File: src/rtl/tiny_alu_pkg.sv
// Shared definitions for the tiny ALU and its requester: opcodes, legality check,
// response status codes and requester FSM states.
package tiny_alu_pkg;

  localparam int unsigned OP_NOP = 0;
  localparam int unsigned OP_ADD = 1;
  localparam int unsigned OP_AND = 2;
  localparam int unsigned OP_XOR = 3;
  localparam int unsigned OP_MUL = 4;

  localparam int unsigned TMO_CNT_BITS = 8;

  typedef enum logic [1:0] {
    ST_OK      = 2'd0,
    ST_ILLEGAL = 2'd1,
    ST_TIMEOUT = 2'd2
  } status_e;

  typedef enum logic [1:0] {
    S_IDLE,
    S_ISSUE,
    S_RESP
  } req_state_e;

  // Opcodes above MUL are rejected locally and never reach the ALU.
  function automatic logic op_legal(input int unsigned op);
    return op <= OP_MUL;
  endfunction

endpackage

File: src/rtl/tiny_alu_requester_if.sv
// Command, response and ALU start/done signals of the tiny ALU requester.
// Signal names keep the requester's point of view (_i into it, _o out of it).
interface tiny_alu_requester_if #(
  parameter int INPUT_DATA_BITS = 8,
  parameter int OPCODE_BITS     = 3
);

  logic                         cmd_valid_i;
  logic                         cmd_ready_o;
  logic [INPUT_DATA_BITS-1:0]   cmd_a_i;
  logic [INPUT_DATA_BITS-1:0]   cmd_b_i;
  logic [OPCODE_BITS-1:0]       cmd_opcode_i;

  logic                         rsp_valid_o;
  logic                         rsp_ready_i;
  logic [2*INPUT_DATA_BITS-1:0] rsp_result_o;
  logic [1:0]                   rsp_status_o;

  logic [INPUT_DATA_BITS-1:0]   alu_a_o;
  logic [INPUT_DATA_BITS-1:0]   alu_b_o;
  logic [OPCODE_BITS-1:0]       alu_opcode_o;
  logic                         alu_start_o;
  logic [2*INPUT_DATA_BITS-1:0] alu_result_i;
  logic                         alu_done_i;

  modport requester (
    input  cmd_valid_i, cmd_a_i, cmd_b_i, cmd_opcode_i,
    input  rsp_ready_i, alu_result_i, alu_done_i,
    output cmd_ready_o, rsp_valid_o, rsp_result_o, rsp_status_o,
    output alu_a_o, alu_b_o, alu_opcode_o, alu_start_o
  );

  modport env (
    output cmd_valid_i, cmd_a_i, cmd_b_i, cmd_opcode_i,
    output rsp_ready_i, alu_result_i, alu_done_i,
    input  cmd_ready_o, rsp_valid_o, rsp_result_o, rsp_status_o,
    input  alu_a_o, alu_b_o, alu_opcode_o, alu_start_o
  );

endinterface

File: src/rtl/tiny_alu_requester.sv
// Start/done initiator for the tiny ALU with local illegal-opcode rejection.
// Define TINY_ALU_REQ_TIMEOUT_EN to build the done-timeout watchdog.
module tiny_alu_requester
  import tiny_alu_pkg::*;
#(
  parameter int INPUT_DATA_BITS = 8,
  parameter int OPCODE_BITS     = 3,
  parameter int TIMEOUT_CYCLES  = 16
) (
  input logic                     clk_i,
  input logic                     reset_i,
  tiny_alu_requester_if.requester bus
);

  if (TIMEOUT_CYCLES < 2 || TIMEOUT_CYCLES > 255) begin : g_bad_timeout
    $error("tiny_alu_requester: TIMEOUT_CYCLES must lie in 2..255");
  end

  req_state_e                   r_state;
  logic [INPUT_DATA_BITS-1:0]   r_a;
  logic [INPUT_DATA_BITS-1:0]   r_b;
  logic [OPCODE_BITS-1:0]       r_opcode;
  logic [2*INPUT_DATA_BITS-1:0] r_result;
  status_e                      r_status;
  logic                         w_cmd_legal;

`ifdef TINY_ALU_REQ_TIMEOUT_EN
  localparam logic [TMO_CNT_BITS-1:0] TMO_LAST = TMO_CNT_BITS'(TIMEOUT_CYCLES - 1);
  logic [TMO_CNT_BITS-1:0] r_tmo_cnt;
`endif

  assign w_cmd_legal = op_legal(int'(bus.cmd_opcode_i));

  // NOTE: reset is sampled on the clock edge, and every state register uses <=
  // so all of them update together from the values seen before the edge.
  always_ff @(posedge clk_i) begin
    if (reset_i) begin
      r_state  <= S_IDLE;
      r_a      <= '0;
      r_b      <= '0;
      r_opcode <= '0;
      r_result <= '0;
      r_status <= ST_OK;
`ifdef TINY_ALU_REQ_TIMEOUT_EN
      r_tmo_cnt <= '0;
`endif
    end else begin
      case (r_state)
        S_IDLE: begin
          if (bus.cmd_valid_i) begin
            r_a      <= bus.cmd_a_i;
            r_b      <= bus.cmd_b_i;
            r_opcode <= bus.cmd_opcode_i;
            if (w_cmd_legal) begin
              r_state <= S_ISSUE;
`ifdef TINY_ALU_REQ_TIMEOUT_EN
              r_tmo_cnt <= '0;
`endif
            end else begin
              r_result <= '0;
              r_status <= ST_ILLEGAL;
              r_state  <= S_RESP;
            end
          end
        end

        // done takes priority over a timeout landing in the same cycle
        S_ISSUE: begin
          if (bus.alu_done_i) begin
            r_result <= bus.alu_result_i;
            r_status <= ST_OK;
            r_state  <= S_RESP;
          end
`ifdef TINY_ALU_REQ_TIMEOUT_EN
          else if (r_tmo_cnt == TMO_LAST) begin
            r_result <= '0;
            r_status <= ST_TIMEOUT;
            r_state  <= S_RESP;
          end else begin
            r_tmo_cnt <= r_tmo_cnt + 1'b1;
          end
`endif
        end

        S_RESP: begin
          if (bus.rsp_ready_i) r_state <= S_IDLE;
        end

        default: r_state <= S_IDLE;
      endcase
    end
  end

  // Ready is masked by reset so it reads 0 while reset is held.
  assign bus.cmd_ready_o  = (r_state == S_IDLE) && !reset_i;
  assign bus.alu_start_o  = (r_state == S_ISSUE);
  assign bus.rsp_valid_o  = (r_state == S_RESP);
  assign bus.alu_a_o      = r_a;
  assign bus.alu_b_o      = r_b;
  assign bus.alu_opcode_o = r_opcode;
  assign bus.rsp_result_o = r_result;
  assign bus.rsp_status_o = r_status;

endmodule

File: src/flat_wrapper.sv
// flat-port wrapper written by rule: the top's interface ports become plain ports
module tiny_alu_requester_flat import tiny_alu_pkg::*;
#(
  parameter int INPUT_DATA_BITS = 8,
  parameter int OPCODE_BITS     = 3,
  parameter int TIMEOUT_CYCLES  = 16
)
  (clk_i, reset_i, bus_cmd_valid_i, bus_cmd_a_i, bus_cmd_b_i, bus_cmd_opcode_i, bus_rsp_ready_i, bus_alu_result_i, bus_alu_done_i, bus_cmd_ready_o, bus_rsp_valid_o, bus_rsp_result_o, bus_rsp_status_o, bus_alu_a_o, bus_alu_b_o, bus_alu_opcode_o, bus_alu_start_o);
  tiny_alu_requester_if #(.INPUT_DATA_BITS(INPUT_DATA_BITS), .OPCODE_BITS(OPCODE_BITS)) bus_i ();
  input logic clk_i;
  input logic reset_i;
  input wire logic [$bits(bus_i.cmd_valid_i)-1:0] bus_cmd_valid_i;
  input wire logic [$bits(bus_i.cmd_a_i)-1:0] bus_cmd_a_i;
  input wire logic [$bits(bus_i.cmd_b_i)-1:0] bus_cmd_b_i;
  input wire logic [$bits(bus_i.cmd_opcode_i)-1:0] bus_cmd_opcode_i;
  input wire logic [$bits(bus_i.rsp_ready_i)-1:0] bus_rsp_ready_i;
  input wire logic [$bits(bus_i.alu_result_i)-1:0] bus_alu_result_i;
  input wire logic [$bits(bus_i.alu_done_i)-1:0] bus_alu_done_i;
  output wire logic [$bits(bus_i.cmd_ready_o)-1:0] bus_cmd_ready_o;
  output wire logic [$bits(bus_i.rsp_valid_o)-1:0] bus_rsp_valid_o;
  output wire logic [$bits(bus_i.rsp_result_o)-1:0] bus_rsp_result_o;
  output wire logic [$bits(bus_i.rsp_status_o)-1:0] bus_rsp_status_o;
  output wire logic [$bits(bus_i.alu_a_o)-1:0] bus_alu_a_o;
  output wire logic [$bits(bus_i.alu_b_o)-1:0] bus_alu_b_o;
  output wire logic [$bits(bus_i.alu_opcode_o)-1:0] bus_alu_opcode_o;
  output wire logic [$bits(bus_i.alu_start_o)-1:0] bus_alu_start_o;
  assign bus_i.cmd_valid_i = bus_cmd_valid_i;
  assign bus_i.cmd_a_i = bus_cmd_a_i;
  assign bus_i.cmd_b_i = bus_cmd_b_i;
  assign bus_i.cmd_opcode_i = bus_cmd_opcode_i;
  assign bus_i.rsp_ready_i = bus_rsp_ready_i;
  assign bus_i.alu_result_i = bus_alu_result_i;
  assign bus_i.alu_done_i = bus_alu_done_i;
  assign bus_cmd_ready_o = bus_i.cmd_ready_o;
  assign bus_rsp_valid_o = bus_i.rsp_valid_o;
  assign bus_rsp_result_o = bus_i.rsp_result_o;
  assign bus_rsp_status_o = bus_i.rsp_status_o;
  assign bus_alu_a_o = bus_i.alu_a_o;
  assign bus_alu_b_o = bus_i.alu_b_o;
  assign bus_alu_opcode_o = bus_i.alu_opcode_o;
  assign bus_alu_start_o = bus_i.alu_start_o;
  tiny_alu_requester #(.INPUT_DATA_BITS(INPUT_DATA_BITS), .OPCODE_BITS(OPCODE_BITS), .TIMEOUT_CYCLES(TIMEOUT_CYCLES)) u_core (.clk_i(clk_i), .reset_i(reset_i), .bus(bus_i));
endmodule
File: config.mk
export PLATFORM = sky130hd
export DESIGN_NAME = tiny_alu_requester_flat
export DESIGN_NICKNAME = d
export VERILOG_FILES = /design/src/rtl/tiny_alu_pkg.sv /design/src/rtl/tiny_alu_requester_if.sv /design/src/rtl/tiny_alu_requester.sv /design/src/flat_wrapper.sv
export SDC_FILE = /design/constraint.sdc
export NUM_CORES = 1
export LEC_CHECK = 0
export CORE_MARGIN = 3
export CORE_UTILIZATION = 54
export CTS_CLUSTER_SIZE = 8
export DETAILED_ROUTE_END_ITERATION = 16
export DONT_BUFFER_PORTS = 1
export PLACE_DENSITY = 0.72
export SETUP_SLACK_MARGIN = 0.05
export SYNTH_ARGS = -nofsm -noshare
export SYNTH_HDL_FRONTEND = slang
export SYNTH_SLANG_ARGS = --single-unit
File: constraint.sdc
create_clock -name clk_i -period 1.2 [get_ports clk_i]
set_input_delay 0 -clock clk_i [delete_from_list [all_inputs] [get_ports clk_i]]
set_output_delay 0 -clock clk_i [all_outputs]
set_load 0.005 [all_outputs]
==> out/results.md <==
| Group | Quantity | This run |
| --- | --- | --- |
| floorplanning | Floorplan Core Area | 0.00252 mm² |
| yosys | Cell taking the most area after synthesis | dfxtp_1 |
| critical path | CP Capture Type | flip-flop |
| min path | Worst hold start | reset_i |
| layout | Antenna fix cells | 0 |
| yosys | Syn Inst Count | 177 |
| route | Met3 wire length | 405 µm |
| global routing | Tot GR Track Use | 0.265 |
| clock network | TritonCTS sink count | 38 |
| yosys | Synth unique cells | 24 |
| run status | Run status | finished, violations left |
| timing | Number of slew-limit violations in the final report | 0 |
| layout | Combined flip-flop and latch cell area | 766 µm² |
| floorplanning | Number of I/O pins | 80 |
| timing | Final period utilization | 1.09 |
| critical path | Critical path launch point type | flip-flop |
| layout | Fraction of final layout cells sized beyond drive strength 1 | 0.411 |
| yosys | Synthesized cell area | 0.00146 mm² |
| placed design | Final GP Congestion | 0.678 |
| critical path | Required @ worst endpoint | 1450 ps |
| timing | Final setup slack of the worst path | -106 ps |
| route | Top Layer Used | met4 |
| yosys | Count of state elements after synthesis | 38 |
| timing | Transition at the pin with the smallest max-transition slack | 673 ps |
| yosys | Share of the yosys chip area belonging to registers | 0.522 |
| power | Post-layout power | 2.59 mW |
| route | Total routed wire length on the met1 layer | 1700 µm |
| route | Detail Route Antenna Nets | 0 |
| timing | Unrepaired setup endpoints after global routing | yes |
| route | DRC viols | 0 |
| floorplanning | Die area | 0.00336 mm² |
| clock network | CTS tree | done |
| floorplanning | Die Height | 58.0 µm |
| route | Detailed-routing iteration count for the pre-antenna-repair pass | 5 |
| clock network | CTS Root Buffer Type | clkbuf_4 |
| power | Power density over the cells | 1210 mW/mm² |
| route | DRT Wirelength | 4750 µm |
| timing | Highest Clock Rate | 765 MHz |
| route | Number of vias in the routed layout | 1,390 |
| run status | Violations in the final reports | negative hold slack, negative setup slack |
| clock network | Num CTS Buffers | 5 |
| placed design | Worst slack at placement | -528 ps |
| placed design | Count of buffers inserted at the top-level ports | 0 |
| timing | Shortest period the worst path allows | 1310 ps |
| floorplanning | Die width | 58.0 µm |
| timing | Final Hold Fails | 38 |
| yosys | Syn_nets | 217 |
| run | Maximum Capacitance Violations | 0 |
| critical path | Launching point of the worst reg2reg path | u_core.r_state[1]$_SDFFE_PP0P_ |
| floorplanning | Rows | 18 |
| layout | # fillers | 140 |
| timing | Worst max-slew margin expressed relative to the limit | 0.547 |
| route | Routed length per placed instance | 19.9 µm |
| route | Violation count after the first detailed-route iteration | 49 |
| clock network | Clk Latency, worst-skew pair | 340 ps |
| yosys | Synthesis Warnings | 0 |
| timing | Worst hold slack after final layout | -289 ps |
| critical path | Launching instance or port of the critical path | u_core.r_state[1]$_SDFFE_PP0P_ |
| yosys | Cells taking the most area after synthesis | dfxtp_1 52%, nand2_1 14%, a21oi_1 7.2%, nand2b_1 6.9%, o21ai_0 4.8% |
| min path | Hold Path Class | in2reg |
| clock network | Bufs on Longest Clock Path | 2 |
| placed design | HPWL Detailed | 2250 µm |
| global routing | Via count of the first global-routing pass | 1,389 |
| timing | # setup viols final | 35 |
| timing | Maximum clock skew at final layout | 2.19 ps |
| global routing | Wire length of the first global-routing pass | 6620 µm |
| layout | Number of nets in the finished design | 248 |
| power | Largest voltage drop on the vdd net | 1.38 mV |
| critical path | Crit path kind | reg2reg |
| critical path | Register-to-register setup slack | -110 ps |
| route | Per-cell via count in the routed design | 5.82 |
| layout | Share of the core filled with cells | 0.850 |
| critical path | Data arrival time of the worst path | 1550 ps |
| layout | Area Overhead vs Synth | 47.1% |
| critical path | Top fanout value on the critical path | 7 |
| clock network | Clock slew seen by the registers of the worst setup and hold paths | 110 ps |
| power | Leakage component of the power | 0.854 nW |
| global routing | Pin count of the biggest net entering global routing | 41 |
| layout | Total area of multi-input combinational cells | 890 µm² |
| floorplanning | Effective utilization at floorplan | 0.578 |
| clock network | Number of buffers inserted for hold repair after clock tree synthesis | 17 |
| global routing | Overall overflow remaining after global route | 0 |
| clock network | CTS H-tree depth | 2 |
| global routing | Number of antenna violations at the first check in global routing | 0 |
| route | Met2 wire len | 2570 µm |
| yosys | Per-instance average area after synthesis | 8.24 µm² |
| yosys | Synth top area share | 0.522 |
[cell usage in the layout, fill, tap and decap left out, types with 2 or more instances in the layout]
| cell | instances |
|---|---|
| nand2_1 | 28 |
| nand2_4 | 12 |
| clkbuf_4 | 5 |
| o21ai_2 | 9 |
| buf_4 | 6 |
| nand2_2 | 14 |
| o21ai_1 | 7 |
| a21oi_1 | 9 |
| a21oi_2 | 11 |
| nand2b_1 | 16 |
| dfxtp_1 | 36 |
| o21a_1 | 2 |
| buf_6 | 14 |
| nor2_1 | 2 |
| dlygate4sd3_1 | 17 |
[final timing paths]
kind,end,cells past startpoint
max,u_core.bus.alu_b_o[1]$_SDFFE_PP0P_,5
min,u_core.bus.alu_opcode_o[0]$_SDFFE_PP0P_,1
max reg2reg,u_core.bus.alu_b_o[1]$_SDFFE_PP0P_,5
min reg2reg,u_core.bus.alu_a_o[3]$_SDFFE_PP0P_,2
[power by group]
part	switching [mW]	internal (mW)	leakage, nW
clock	0.403	0.284	0.0353
sequential	0.0686	1.33	0.311
combinational	0.248	0.259	0.507
[synth_stat cells]
library cell	instances
nor2b_1	2
o21ai_1	3
a211oi_2	1
buf_2	4
o21a_1	2
clkbuf_2	1
mux2i_1	1
nand2_1	54
nand2b_1	16
nor4bb_1	1
nor3_1	1
dfxtp_1	38
inv_1	1
nor2_1	3
and2b_1	1
buf_6	3
a22oi_1	1
clkbuf_1	4
buf_4	2
or3b_1	1
o21ai_0	14
a21oi_1	21
conb_1	1
nor3b_1	1
[sequential cells by signal, summed over array words and instances, names as in the netlist]
name                     count
u_core.r_state               2
u_core.bus.rsp_result_o     16
u_core.bus.alu_b_o           8
u_core.bus.alu_a_o           8
u_core.bus.rsp_status_o      1
u_core.bus.alu_opcode_o      3
[cells by family after synthesis]
| group | share of synthesized area |
|---|---|
| AOI/OAI and AO/OA | 0.155 |
| and+or+nand+nor | 0.251 |
| muxes | 0.00687 |
| other | 0.00257 |
| DFF | 0.522 |
| buffers and inverters | 0.0635 |
[per-layer routing]
metal,GRT usage,up-vias
met5,0,-
met4,0.0795,0
met3,0.0980,8
met2,0.481,77
met1,0.285,676
li1,-,629
[layout make-up]
type / count / share of cell area
Timing Repair Buffer: 38 / 0.181
Sequential cell: 38 / 0.357
Clock inverter: 1 / 0.00233
Inverter: 1 / 0.00175
Multi-Input combinational cell: 124 / 0.415
Clock buffer: 7 / 0.0257
Tap cell: 30 / 0.0175
[critical path, stage by stage, from the launching register on]
cell	delay [ps]
dfxtp_2	350
buf_8	130
or3b_4	440
buf_4	180
nand2_1	60
a21oi_1	50
[metrics by stage]
| stage | setup TNS, ps | instances | hold slack, ps | area [µm²] |
|---|---|---|---|---|
| floorplan | -1390 | 177 | 109 | 1470 |
| global placement | -6740 | 201 | 43.5 | 1480 |
| detailed placement | -9270 | 201 | 41.5 | 1480 |
| CTS | -1250 | 235 | -301 | 1910 |
| global route | -3660 | 239 | -307 | 2140 |
| finish | -2280 | 239 | -289 | 2140 |
[timing repair]
item,in CTS,in global routing
pin swaps,23,10
buffers inserted,6,3
setup endpoints to repair,38,40
gates resized for setup,56,53
endpoints found under the hold margin,38,38
cloned,3,1
(Power assumes the default switching activity.)
